$ cat config.mk
export PLATFORM = sky130hd
export DESIGN_NAME = seq_fsm_three_blocks
export DESIGN_NICKNAME = d
export VERILOG_FILES = /design/src/rtl/fsm_pkg.sv /design/src/rtl/seq_fsm_three_blocks.sv
export SDC_FILE = /design/constraint.sdc
export NUM_CORES = 1
export LEC_CHECK = 0
export ABC_AREA = 1
export BUFFER_PORTS_ARGS = -buffer_cell sky130_fd_sc_hd__clkbuf_2
export CAP_MARGIN = 20
export CORE_AREA = 4 4 41 43
export CTS_BUF_LIST = sky130_fd_sc_hd__clkbuf_4
export DETAILED_ROUTE_END_ITERATION = 10
export DIE_AREA = 0 0 45 47
export GPL_ROUTABILITY_DRIVEN = 1
export GPL_TIMING_DRIVEN = 0
export MAX_ROUTING_LAYER = met4
export PLACE_DENSITY = 0.3
export SLEW_MARGIN = 20
export SYNTH_ARGS = -nofsm -noshare
export SYNTH_HDL_FRONTEND = slang
export SYNTH_SLANG_ARGS = --single-unit
$ cat constraint.sdc
create_clock -name i_clk -period 1.45 [get_ports i_clk]
set_input_delay 0.0725 -clock i_clk [delete_from_list [all_inputs] [get_ports i_clk]]
set_output_delay 0.0725 -clock i_clk [all_outputs]
set_load 0.02 [all_outputs]
$ cat src/rtl/fsm_pkg.sv
// Shared state encoding for the 1011 serial pattern detector.
// Benches import this to decode current_state symbolically.
package fsm_pkg;

    localparam int STATE_W = 3;

    typedef logic [STATE_W-1:0] state_t;

    localparam state_t S0 = 3'b000;
    localparam state_t S1 = 3'b001;
    localparam state_t S2 = 3'b010;
    localparam state_t S3 = 3'b011;
    localparam state_t S4 = 3'b100;

endpackage

$ cat src/rtl/seq_fsm_three_blocks.sv
// Moore detector for the serial pattern 1011 (oldest bit first).
// Three processes: state register, next-state logic, output decode.
module seq_fsm_three_blocks
    import fsm_pkg::*;
#(
    parameter bit OVERLAP = 1'b1
) (
    input  logic i_clk,
    input  logic i_rst,
    input  logic i_bit,
    output logic o_z
);

    state_t current_state;
    state_t next_state;

    always_ff @(posedge i_clk) begin
        if (i_rst) begin
            current_state <= S0;
        end else begin
            current_state <= next_state;
        end
    end

    // Codes 101..111 fall into the default and recover to S0.
    always_comb begin
        next_state = S0;
        case (current_state)
            S0:      next_state = i_bit ? S1 : S0;
            S1:      next_state = i_bit ? S1 : S2;
            S2:      next_state = i_bit ? S3 : S0;
            S3:      next_state = i_bit ? S4 : S2;
            S4:      next_state = i_bit ? S1 : (OVERLAP ? S2 : S0);
            default: next_state = S0;
        endcase
    end

    always_comb begin
        o_z = 1'b0;
        if (current_state == S4) begin
            o_z = 1'b1;
        end
    end

`ifdef SIM
    a_no_double_z: assert property (
        @(posedge i_clk) disable iff (i_rst)
        !(o_z && $past(o_z))
    );

    a_legal_state: assert property (
        @(posedge i_clk) disable iff (i_rst)
        current_state <= S4
    );
`endif

endmodule

==> results of run 1 <==
==> power breakdown <==
| group | internal (W) | switching, W |
|---|---|---|
| logic | 0.00000665 | 0.00000800 |
| clock network | 0.000122 | 0.0000428 |
| registers | 0.0000866 | 0.00000405 |
==> metrics by stage <==
stage	hold slack, ns	instances	worst slack (ns)
after CTS	0.102	40	0.312
after global placement	0.351	36	0.590
after detailed placement	0.355	36	0.571
after floorplan	0.225	18	0.448
final	0.112	40	0.341
after global routing	0.139	40	0.223
==> critical path, delay by kind of cell (launching register included) <==
family	cells	cell delay (ns)
DFF	1	0.40
buffers and inverters	1	0.20
and+or+nand+nor	1	0.21
==> logic make-up (layout without fill, tap and decap cells) <==
kind of cell | after synthesis | count (layout)
flops | 3 | 3
simple gates | 9 | 9
compound gates | 3 | 3
buf+inv | 3 | 10
==> worst paths after layout <==
check                                            startpoint                          end  slack, ns  cells past startpoint
worst min register to register  current_state[2]$_SDFF_PP0_  current_state[2]$_SDFF_PP0_       0.51                      1
worst max-delay path            current_state[2]$_SDFF_PP0_                          o_z       0.34                      2
worst min-delay path                                  i_bit  current_state[1]$_SDFF_PP0_       0.11                      3
worst max register to register  current_state[0]$_SDFF_PP0_  current_state[1]$_SDFF_PP0_       0.69                      4
==> metal layers <==
layer | routed length (um) | vias to the layer above | global-route usage, %
li1 | - | 72 | -
met1 | 133 | 45 | 3.64
met2 | 80 | 4 | 2.82
met3 | 32 | 2 | 3.83
met4 | 4 | 0 | 7.02
met5 | 0 | - | -
==> layout by cell type, fill, tap and decap left out, drive strengths merged <==
cell type,n
clkbuf,7
nand2,5
dfxtp,3
inv,2
o21ai,2
nor2,2
nor3b,1
nor3,1
clkinv,1
a21oi,1
==> cell type report <==
class,count,share of cell area (%)
Timing Repair Buffer,3,7.36
Sequential cell,3,29.4
Multi-Input combinational cell,12,33.7
Tap cell,15,9.20
Inverter,3,5.52
Clock buffer,4,14.7
==> impl_metrics.ini, run 1 <==
[clock_network]
cts_hold_buf = 0
tritoncts = yes
postCtsResizedCells = 0
cts_buffers = 3
cts_setup_buffers = 0
clk_latency_ns = 0.23
cts_root_buffer = clkbuf_4
cts_buffer_depth = 2
clk_pin_slew_worst_paths_ns = 0.04
cts_sinks = 3
htreeDepth = 1

[floorplan]
die_y_um = 47
dieArea_mm2 = 0.00212
fp.dieW_um = 45
start_util_pct = 10.8
rows = 13
ios = 4
coreArea_mm2 = 0.00130

[timing]
setup_tns_ns = 0
grt_setup_unrepaired = no
period_needed_ns = 1.11
slew_viol_final = 0
worst_pin_slew_ns = 0.181
fmax_mhz = 901
hold_viol_final = 0
finalClockSkew_ns = 0.00179
slew_headroom_pct = 87.9
setup_viol = 0
fin_crit_sh_pct = 76.5

[cells_and_area]
largest_reg_flops = 3
fin_util_pct = 15.7
nets = 29
design_area_um2 = 204
drive_gt1_share_pct = 44.0
fillers = 150
diodes = 0
regMostFlops = current_state
ff_latch_area_um2 = 60.1
area_delta_synth_final_pct = 45.5
multi_input_area_um2 = 68.8
biggestRegsByFlops = current_state (3)

[setup_path]
cpPeakStageDelay_ns = 0.40
cp_slowest_cell = dfxtp_1
cp-end-kind = output port
critical_path.max_fanout = 4
crit_required_ns = 1.38
crit_chain = nor3b_1, clkbuf_2
cp.arrival_ns = 1.04
cp-start-kind = flop
worstSetupPathType = flop to output port

[logic_synthesis]
synthSimpleGateAreaFrac_pct = 33.0
synth_xor_area_share_pct = 0
synth-main-ff-cell = dfxtp_1
yosysSeqAreaShare_pct = 42.9
yosysUniqueCellTypes = 11
ys_top_cells_by_count = nand2_1 (5), dfxtp_1 (3), inv_1 (2)
syn_avg_cell_area_um2 = 7.79
yosysMostFrequentCell = nand2_1
synth_compound_area_share_pct = 16.1
synthAdderAreaFrac_pct = 0
synth_fp_nets = 21
netlist_instances = 18
async_reset_ff_share_pct = 0
synth_edf_count = 0
netlist.top_cell.by_area = dfxtp_1
muxShareOfSynthArea_pct = 0
yosys.area.top_type_share_pct = 42.9
ys_top_cells_by_area = dfxtp_1 (43%), nand2_1 (13%), nor3_2 (7.1%)
synth_top_family_by_area = simple AND/OR/NAND/NOR gates
ys_ff_latch = 3
yosys_warnings = 0
syn_area_um2 = 140

[routing]
routed_wl_um = 251
viasPerCell = 3.08
dr.pass1.iters = 2
drc = 0
drtIter0Drc = 1
num_vias = 123
detail-route-antenna-nets = 0
post_drt_wl_per_cell_um = 6.28

[placed_design]
hpwl_um = 188
port_buffers = 3
post_dp_cell_area_um2 = 174
gp_congestion = 0.637

[global_routing]
grt_overflow = 0
grt_max_degree = 5
grt_pass1_vias = 121
grt_pass1_wl_um = 455
track_usage_pct = 3.92
antenna_found_initial = 0

[pwr]
total_power_w = 0.000270
pwr_density_cell_mw_per_mm2 = 1320
peakVddDrop_v = 0.000295
power_leakage_nw = 0.0914

[worst_hold_path]
hold_class = input port to flop

[run_status]
status = finished clean

[run]
maxCapViolations = 0
Power figures use the tool's default switching activity.
==> inputs of run 2 (changes only) <==
clock period = 1.2 ns   (was 1.45 ns; I/O delays follow)
==> run 2 against run 1 <==
  * Sequential power grew 21%
  * Clock skew is essentially flat
  * Global-route usage is the same
  * Final cell count is the same
  * Die area is the same
  * Routed wire length is the same
  * First-iteration DRC count is the same
  * Sequential share of layout area shrank 0.71 points
  * Critical path depth is the same
  * Critical path type unchanged
==> impl_metrics.ini, run 2 (synthesized netlist as in run 1, its figures left out) <==
[timing]
slew_headroom_pct = 88.0
slew_viol_final = 0
grt_setup_unrepaired = no
fin_crit_sh_pct = 88.7
hold_viol_final = 0
setup_tns_ns = 0
worst_pin_slew_ns = 0.180
finalClockSkew_ns = 0.00185
period_needed_ns = 1.06
fmax_mhz = 940
setup_viol = 0

[pwr]
peakVddDrop_v = 0.000357
power_leakage_nw = 0.0946
p_comb_share_pct = 5.4
p_clk_share_pct = 60.9
internal_power_w = 0.000260
total_power_w = 0.000327
power_frac_seq_pct = 33.7
pwr_density_cell_mw_per_mm2 = 1560
netSwitchingPower_w = 0.0000669
swShare_pct = 20.5

[routing]
drc = 0
drtIter0Drc = 1
dr.pass1.iters = 2
viasPerCell = 3.05
num_vias = 122
detail-route-antenna-nets = 0
post_drt_wl_per_cell_um = 6.28
routed_wl_um = 251

[global_routing]
grt_pass1_vias = 121
grt_pass1_wl_um = 455
grt_max_degree = 5
grt_overflow = 0
antenna_found_initial = 0
track_usage_pct = 3.92

[clock_network]
cts_buffer_depth = 2
cts_root_buffer = clkbuf_4
clk_pin_slew_worst_paths_ns = 0.04
cts_hold_buf = 0
htreeDepth = 1
cts_setup_buffers = 0
clk_latency_ns = 0.23
cts_buffers = 3
cts_sinks = 3
tritoncts = yes

[cells_and_area]
fin_util_pct = 16.1
largest_reg_flops = 3
stdcell_count = 40
final_common_cell = nand2_1
nets = 29
diodes = 0
area_delta_synth_final_pct = 49.1
layout_common_cells = nand2_1 (5), clkbuf_4 (4), dfxtp_1 (3), clkbuf_2 (3), inv_1 (2)
design_area_um2 = 209
biggestRegsByFlops = current_state (3)
drive_gt1_share_pct = 48.0
regMostFlops = current_state

[setup_path]
cp_slowest_cell = dfxtp_1
cp-start-kind = flop
crit_required_ns = 1.14
r2r_cells = 4
critical_path.max_fanout = 4
crit_chain = nor3b_2, clkbuf_2
cp.arrival_ns = 1.00
cpPeakStageDelay_ns = 0.40
cp-end-kind = output port
worstSetupPathType = flop to output port

[worst_hold_path]
hold_path_depth = 3
hold_class = input port to flop

[placed_design]
post_dp_cell_area_um2 = 174
port_buffers = 3
hpwl_um = 188
gp_congestion = 0.637
numPlacedInstances = 36

[floorplan]
die_y_um = 47
ios = 4
dieArea_mm2 = 0.00212
rows = 13
start_util_pct = 10.8
coreArea_mm2 = 0.00130
fp.dieW_um = 45

[run]
maxCapViolations = 0

[run_status]
status = finished clean
## run 2: cell counts in the layout (fill, tap and decap cells not counted)
Identical to the previous run, type by type.
## run 2: stage by stage
stage          hold WS (ns)  worst slack (ns)
3_5_place_dp          0.342             0.334
2_1_floorplan         0.213             0.210
3_3_place_gp          0.338             0.352
6_report             0.0998             0.136
4_1_cts              0.0892            0.0742
5_1_grt               0.127            0.0644
## run 2: routing by layer
layer	share of wire, %	GRT usage, %
met5	0	-
met4	1.6	7.02
met2	32	2.82
met3	13	3.83
met1	53	3.64
## run 2: critical path: cells and delay by family (launching register included)
kind,cells,cell delay (ns)
flops,1,0.40
simple gates,1,0.19
buf+inv,1,0.19
## run 2: cell type report
| class | count | area, um^2 |
|---|---|---|
| Clock buffer | 4 | 30.0 |
| Fill cell | 148 | 1090 |
| Inverter | 3 | 11.3 |
| Multi-Input combinational cell | 12 | 73.8 |
| Sequential cell | 3 | 60.1 |
| Tap cell | 15 | 18.8 |
| Timing Repair Buffer | 3 | 15.0 |
## run 2: power by group through the flow
| stage | Combinational [W] | Clock (W) | Sequential [W] |
|---|---|---|---|
| 2_1_floorplan | 0.0000124 | 0 | 0.000110 |
| 3_3_place_gp | 0.0000179 | 0 | 0.000111 |
| 3_5_place_dp | 0.0000179 | 0 | 0.000111 |
| 4_1_cts | 0.0000180 | 0.000213 | 0.000109 |
| 5_1_grt | 0.0000210 | 0.000214 | 0.000111 |
| 6_report | 0.0000178 | 0.000199 | 0.000110 |
## run 2: path summary, 6_finish.rpt
| path | from | end | slack (ns) |
|---|---|---|---|
| worst max-delay path | current_state[2]$_SDFF_PP0_ | o_z | 0.14 |
| worst min-delay path | i_bit | current_state[1]$_SDFF_PP0_ | 0.1 |
| worst max register to register | current_state[0]$_SDFF_PP0_ | current_state[1]$_SDFF_PP0_ | 0.43 |
| worst min register to register | current_state[2]$_SDFF_PP0_ | current_state[2]$_SDFF_PP0_ | 0.51 |
## run 2: what timing repair did
| action | in CTS | in global routing |
|---|---|---|
| hold endpoints to repair | 0 | 0 |
| endpoints found under the setup margin | 0 | 1 |
| gates resized for setup | 0 | 1 |
